<file path="src/rtl/jtvigil_scr2_if.sv">
// Background graphics ROM port: word request/response handshake.
interface jtvigil_scr2_if;
  logic        cs;
  logic [15:0] addr;
  logic [31:0] data;
  logic        ok;

  modport master (output cs, addr, input data, ok);
  modport slave  (input cs, addr, output data, ok);
endinterface

</file>
<file path="src/rtl/jtvigil_scr2.sv">
// Vigilante scroll-2 background: fetches the next line from ROM into a
// double 512x4 line buffer and plays the other buffer back as palette indices.
module jtvigil_scr2 #(
  parameter int HOFFSET = 0
) (
  input  logic                  clk,
  input  logic                  rst,
  input  logic                  pxl_cen,
  input  logic                  LHBL,
  input  logic                  LVBL,
  input  logic [8:0]            h,
  input  logic [8:0]            v,
  input  logic                  flip,
  input  logic [10:0]           scr2pos,
  input  logic [2:0]            scr2col,
  jtvigil_scr2_if.master        rom,
  output logic [6:0]            pxl
);

  localparam logic [8:0] HOFF = 9'(HOFFSET);

  typedef enum logic [1:0] {IDLE, REQ, WR} st_t;

  st_t         st;
  logic        lhbl_l, hb_edge, bufsel;
  logic        rom_cs;
  logic [15:0] rom_addr;
  logic [10:0] scr;
  logic [2:0]  col, col_disp, fine_disp;
  logic [7:0]  vf, wcol;
  logic [5:0]  wcnt;
  logic [2:0]  pcnt;
  logic [8:0]  waddr;
  logic [31:0] word;
  logic        wr_en;

  logic [3:0]  lbuf [0:1023];
  logic [3:0]  rd_data;
  logic [7:0]  hx;
  logic [8:0]  rd_addr;
  logic        unused;

  assign unused   = ^{h[8], v[8]};
  assign hb_edge  = lhbl_l & ~LHBL;
  assign rom.cs   = rom_cs;
  assign rom.addr = rom_addr;

  // Fetch FSM. A new hblank always wins: whatever was in flight is dropped
  // and the next line starts over with freshly sampled scroll registers.
  always_ff @(posedge clk) begin
    if (rst) begin
      st        <= IDLE;
      lhbl_l    <= 1'b0;
      bufsel    <= 1'b0;
      rom_cs    <= 1'b0;
      rom_addr  <= 16'd0;
      scr       <= 11'd0;
      col       <= 3'd0;
      col_disp  <= 3'd0;
      fine_disp <= 3'd0;
      vf        <= 8'd0;
      wcol      <= 8'd0;
      wcnt      <= 6'd0;
      pcnt      <= 3'd0;
      waddr     <= 9'd0;
      word      <= 32'd0;
    end else begin
      lhbl_l <= LHBL;
      if (hb_edge) begin
        bufsel    <= ~bufsel;
        // the finished buffer keeps the bank and fine scroll it was fetched with
        col_disp  <= col;
        fine_disp <= scr[2:0];
        scr       <= scr2pos;
        col       <= scr2col;
        vf        <= (v[7:0] + 8'd1) ^ {8{flip}};
        wcol      <= scr2pos[10:3];
        wcnt      <= 6'd0;
        waddr     <= 9'd0;
        pcnt      <= 3'd0;
        rom_cs    <= 1'b0;
        st        <= REQ;
      end else begin
        case (st)
          REQ: begin
            // address moves only in the cs-low cycle
            if (!rom_cs) begin
              rom_addr <= {vf, wcol};
              rom_cs   <= 1'b1;
            end else if (rom.ok) begin
              word   <= rom.data;
              rom_cs <= 1'b0;
              st     <= WR;
            end
          end
          WR: begin
            word  <= word << 4;
            waddr <= waddr + 9'd1;
            pcnt  <= pcnt + 3'd1;
            if (pcnt == 3'd7) begin
              if (wcnt == 6'd32) begin
                st <= IDLE;
              end else begin
                wcnt <= wcnt + 6'd1;
                wcol <= wcol + 8'd1;
                st   <= REQ;
              end
            end
          end
          default: ;
        endcase
      end
    end
  end

  assign wr_en   = (st == WR) && !hb_edge;
  assign hx      = flip ? 8'd255 - h[7:0] : h[7:0];
  assign rd_addr = {1'b0, hx} + {6'd0, fine_disp} + HOFF;

  // bufsel selects the display half; the other half is being filled
  always_ff @(posedge clk) begin
    if (wr_en) lbuf[{~bufsel, waddr}] <= word[31:28];
    rd_data <= lbuf[{bufsel, rd_addr}];
  end

  always_ff @(posedge clk) begin
    if (rst)
      pxl <= 7'd0;
    else if (pxl_cen)
      pxl <= (LHBL && LVBL) ? {col_disp, rd_data} : 7'd0;
  end

endmodule

</file>
<file path="src/flat_wrapper.sv">
// flat-port wrapper written by rule: the top's interface ports become plain ports
module jtvigil_scr2_flat 
#(
  parameter int HOFFSET = 0
)
  (clk, rst, pxl_cen, LHBL, LVBL, h, v, flip, scr2pos, scr2col, pxl, rom_cs, rom_addr, rom_data, rom_ok);
  jtvigil_scr2_if rom_i ();
  input  logic clk;
  input  logic rst;
  input  logic pxl_cen;
  input  logic LHBL;
  input  logic LVBL;
  input  logic [8:0] h;
  input  logic [8:0] v;
  input  logic flip;
  input  logic [10:0] scr2pos;
  input  logic [2:0] scr2col;
  output logic [6:0] pxl;
  output wire logic [$bits(rom_i.cs)-1:0] rom_cs;
  output wire logic [$bits(rom_i.addr)-1:0] rom_addr;
  input wire logic [$bits(rom_i.data)-1:0] rom_data;
  input wire logic [$bits(rom_i.ok)-1:0] rom_ok;
  assign rom_cs = rom_i.cs;
  assign rom_addr = rom_i.addr;
  assign rom_i.data = rom_data;
  assign rom_i.ok = rom_ok;
  jtvigil_scr2 #(.HOFFSET(HOFFSET)) u_core (.clk(clk), .rst(rst), .pxl_cen(pxl_cen), .LHBL(LHBL), .LVBL(LVBL), .h(h), .v(v), .flip(flip), .scr2pos(scr2pos), .scr2col(scr2col), .rom(rom_i), .pxl(pxl));
endmodule
</file>
<file path="config.mk">
export PLATFORM = sky130hd
export DESIGN_NAME = jtvigil_scr2_flat
export DESIGN_NICKNAME = d
export VERILOG_FILES = /design/src/rtl/jtvigil_scr2_if.sv /design/src/rtl/jtvigil_scr2.sv /design/src/flat_wrapper.sv
export SDC_FILE = /design/constraint.sdc
export NUM_CORES = 2
export LEC_CHECK = 0
export CAP_MARGIN = 20
export CORE_MARGIN = 8
export CORE_UTILIZATION = 60
export DETAILED_ROUTE_END_ITERATION = 16
export MAX_ROUTING_LAYER = met4
export PLACE_DENSITY = 0.76
export SETUP_SLACK_MARGIN = 0.02
export SYNTH_ARGS = -nofsm -noshare
export SYNTH_HDL_FRONTEND = slang
export SYNTH_SLANG_ARGS = --single-unit
</file>
<file path="constraint.sdc">
create_clock -name clk -period 19.3 [get_ports clk]
set_input_delay 1.93 -clock clk [delete_from_list [all_inputs] [get_ports clk]]
set_output_delay 1.93 -clock clk [all_outputs]
set_load 0.05 [all_outputs]
</file>
==> results.md <==
- First-pass GRT wire length: 456 mm
- Hold Path End: u_core.rom.addr[11]$_SDFFE_PP0P_
- Commonest non-fill, non-tap cell in the layout: edfxtp_1
- Distinct cells, synth: 86
- Syn Area/Cell: 17.7 sq um
- Cts bufs inserted: between 300 and 400
- Reg2Reg Setup Slack: 12.31 ns
- Clk_skew: 0.0842 ns
- Area Growth Syn to Fin: 10.7%
- Total Routed Length: about 320 mm
- Vias in the first global route: ~66000
- Setup CP Type: primary input to flip-flop
- Max cap viols: 0
- Layout fillers: 12511
- Root buf cell: clkbuf_16
- EDFF count, synth: 2880
- Hold wc startpoint: u_core.vf[3]$_SDFFE_PP0P_
- Post-route DRC: 0
- I/O Buffers: 92
- GRT Util Overall: 29.7%
- PD cells: 105 nW/um^2
- Drt first-iter violations: 10741
- Hold WC Path Type: flip-flop to flip-flop
- Clk buf depth: 4
- Die area: between 200000 and 250000 sq um
- Required time worst endpoint: between 20 and 25 ns
- Most used flip-flop cell after synthesis: edfxtp_1
- Achievable clock frequency: 116 MHz
- Setup violators final: 0
- Startpoint types: primary input
- Final Cycle Share: ~45%
- Commonest non-fill, non-tap cells in the layout: edfxtp_1, nor2_1, mux4_2
- DR vias: 66932
- DP HPWL: 173 mm
- Crit path DAT: 9.47 ns
- Net count after synthesis: between 6000 and 7000
- R2r endpoint: u_core.rd_data[2]$_DFF_P_
- Fin area: 134000 sq um
- Nets@finish: ~7000
- Yosys warns: 0
- Post-CTS setup buffers: 0
- Core box area: ~200000 sq um
- Post-route worst setup slack: around 11 ns
- RSZ-0062 raised after global routing: no
- Largest net degree at the start of global routing: 246
- Crit path max fanout: 55
- WL/cell: 32.6 microns
- Slew HR: between 10 and 15%
- Starting density of the core: 60.4%
- Hold Slack: 0.451 ns
- Post-synthesis sequential area ratio: 73.5%
- DP Worst Slack: 9.90 ns
- CTS tree: done
- Max IR drop VDD: between 0.09 and 0.1 mV
- Max H-tree Level: 5
- Worst hold stages: 2
- Clock slew at reported path FFs: 0.06 ns
- Outcome: completed
- Area of the mapped netlist: 121000 sq um
- Leak pwr: 40.1 nW
- Setup TNS: 0 ns
- Placed Area: 124000 sq um
- Die width: 464 microns
- Min cycle time layout: 8.64 ns
- Pins Over Slew Limit: 0
- GRT overflow: 0
- Worst r2r src: u_core.fine_disp[0]$_SDFFE_PP0P_
- Post-synthesis cell count: a little under 7000
- Worst-Margin Slew: 1.33 ns
- Synth async-reset ratio: 0%
- Vias per cell: 6.89
- Row count: 164
- Post-CTS sizing: 0
- Synthesized flop and latch total: roughly 3000
- TritonRoute pass-1 iters: 9
- Final Hold Fails: 0
- I/O Pins: 95
- Sink Count: 2990
- Insertion delay to the later sink of the worst-skew pair: between 0.9 and 1 ns
- Routability cong.: 0.839
- Cts hold-fix bufs: 0
- Crit end category: flip-flop
- Share of layout cells above drive strength 1: roughly 20%
- DRT antenna net count: 0
- Die height: roughly 460 microns
- Initial antenna violation count: 6
- Total Power: 14.0 mW
- Worst R2R Path Depth: 14
-- cell type report --
class / instances / area, sq um / share of cell area [%]
Antenna cell: 10 / 25.0 / 0.0187
Clock buffer: 382 / 8180 / 6.12
Clock inverter: 136 / 1270 / 0.954
Inverter: 10 / 37.5 / 0.0281
Multi-Input combinational cell: 3268 / 29400 / 22.0
Sequential cell: 2990 / 88700 / 66.4
Tap cell: 2656 / 3320 / 2.49
Timing Repair Buffer: 257 / 2650 / 1.98
-- state kept, by name, summed over array words and instances, names as in the netlist, 4 cells and up --
name	cells
u_core.lbuf	2880
u_core.word	32
u_core.rom.addr	16
u_core.waddr	9
u_core.vf	8
u_core.wcol	8
u_core.pxl	7
u_core.wcnt	6
u_core.rd_data	4
-- Yosys cell counts, types with 14 or more instances --
cell type / count / area, sq um
dfxtp_1: 110 / 2200
clkbuf_1: 272 / 1020
buf_6: 49 / 552
a31oi_1: 32 / 200
nand2_1: 636 / 2390
xnor2_1: 19 / 166
buf_2: 122 / 611
ha_1: 15 / 188
mux2i_1: 70 / 701
edfxtp_1: 2880 / 86500
a311oi_1: 56 / 490
a32oi_1: 21 / 184
buf_1: 20 / 75.1
nand2b_1: 14 / 87.6
nor2_1: 963 / 3610
and3_1: 93 / 582
a21oi_1: 86 / 430
nand4_1: 25 / 156
nand3_1: 191 / 956
xor2_1: 18 / 158
o21ai_0: 33 / 165
a2111oi_0: 17 / 149
buf_4: 70 / 526
mux4_2: 732 / 16500
a211oi_1: 75 / 563
-- per-stage QoR --
| step | util, % | std cells |
|---|---|---|
| 2_1_floorplan | - | 6803 |
| 3_3_place_gp | 61.9 | 9164 |
| 3_5_place_dp | 61.9 | 9169 |
| 4_1_cts | 66.7 | 9687 |
| 5_1_grt | 66.8 | 9703 |
| 6_report | 66.9 | 9709 |
-- critical path, stage by stage --
cell and delay, ns:
clkdlybuf4s50_1 0.46, buf_4 0.32, xor2_1 0.17, ha_4 0.22, fa_4 1.33, buf_4 0.67, buf_4 0.67, buf_4 0.74
mux4_2 0.43, mux2_1 0.31, a21oi_1 0.27, a31oi_1 0.12, o211ai_1 0.44, a221o_1 0.49, a311oi_1 0.23, nor4_1 0.40
a22oi_1 0.11
-- power by group --
| part | internal [mW] | switching [mW] | total (mW) |
|---|---|---|---|
| logic | 0.417 | 0.700 | 1.12 |
| clock network | 3.32 | 2.40 | 5.72 |
| registers | 7.13 | 0.0220 | 7.16 |
-- cell families after synthesis --
kind of cell	after synthesis	share of synthesized area (%)
and+or+nand+nor	1996	6.87
AOI/OAI and AO/OA	403	2.43
muxes	813	14.4
adders and majority gates	16	0.172
buffers and inverters	545	2.37
DFF	2990	73.5
xor gates and xnor gates	40	0.309
-- how the worst max path moves through the flow --
stage | start | endpoint | slack (ns) | cells past startpoint
6_report | flip | u_core.rd_data[2]$_DFF_P_ | 10.66 | 17
5_1_grt | flip | u_core.rd_data[2]$_DFF_P_ | 10.60 | 17
4_1_cts | flip | u_core.rd_data[2]$_DFF_P_ | 10.86 | 17
3_5_place_dp | flip | u_core.rd_data[2]$_DFF_P_ | 9.90 | 17
3_3_place_gp | flip | u_core.rd_data[2]$_DFF_P_ | 10.03 | 17
2_1_floorplan | u_core.word[29]$_SDFFE_PP0P_ | u_core.lbuf[0][1]$_DFFE_PP_ | 6.09 | 0
-- metal layers --
metal / vias up / wire, microns / GRT usage, %
li1: 26762 / - / -
met4: 0 / 15300 / 12.5
met3: 815 / 42800 / 8.34
met1: 34290 / 112000 / 39.5
met2: 5065 / 146000 / 43.9
met5: - / 0 / -
No activity file was read; power rests on OpenSTA's default activity.
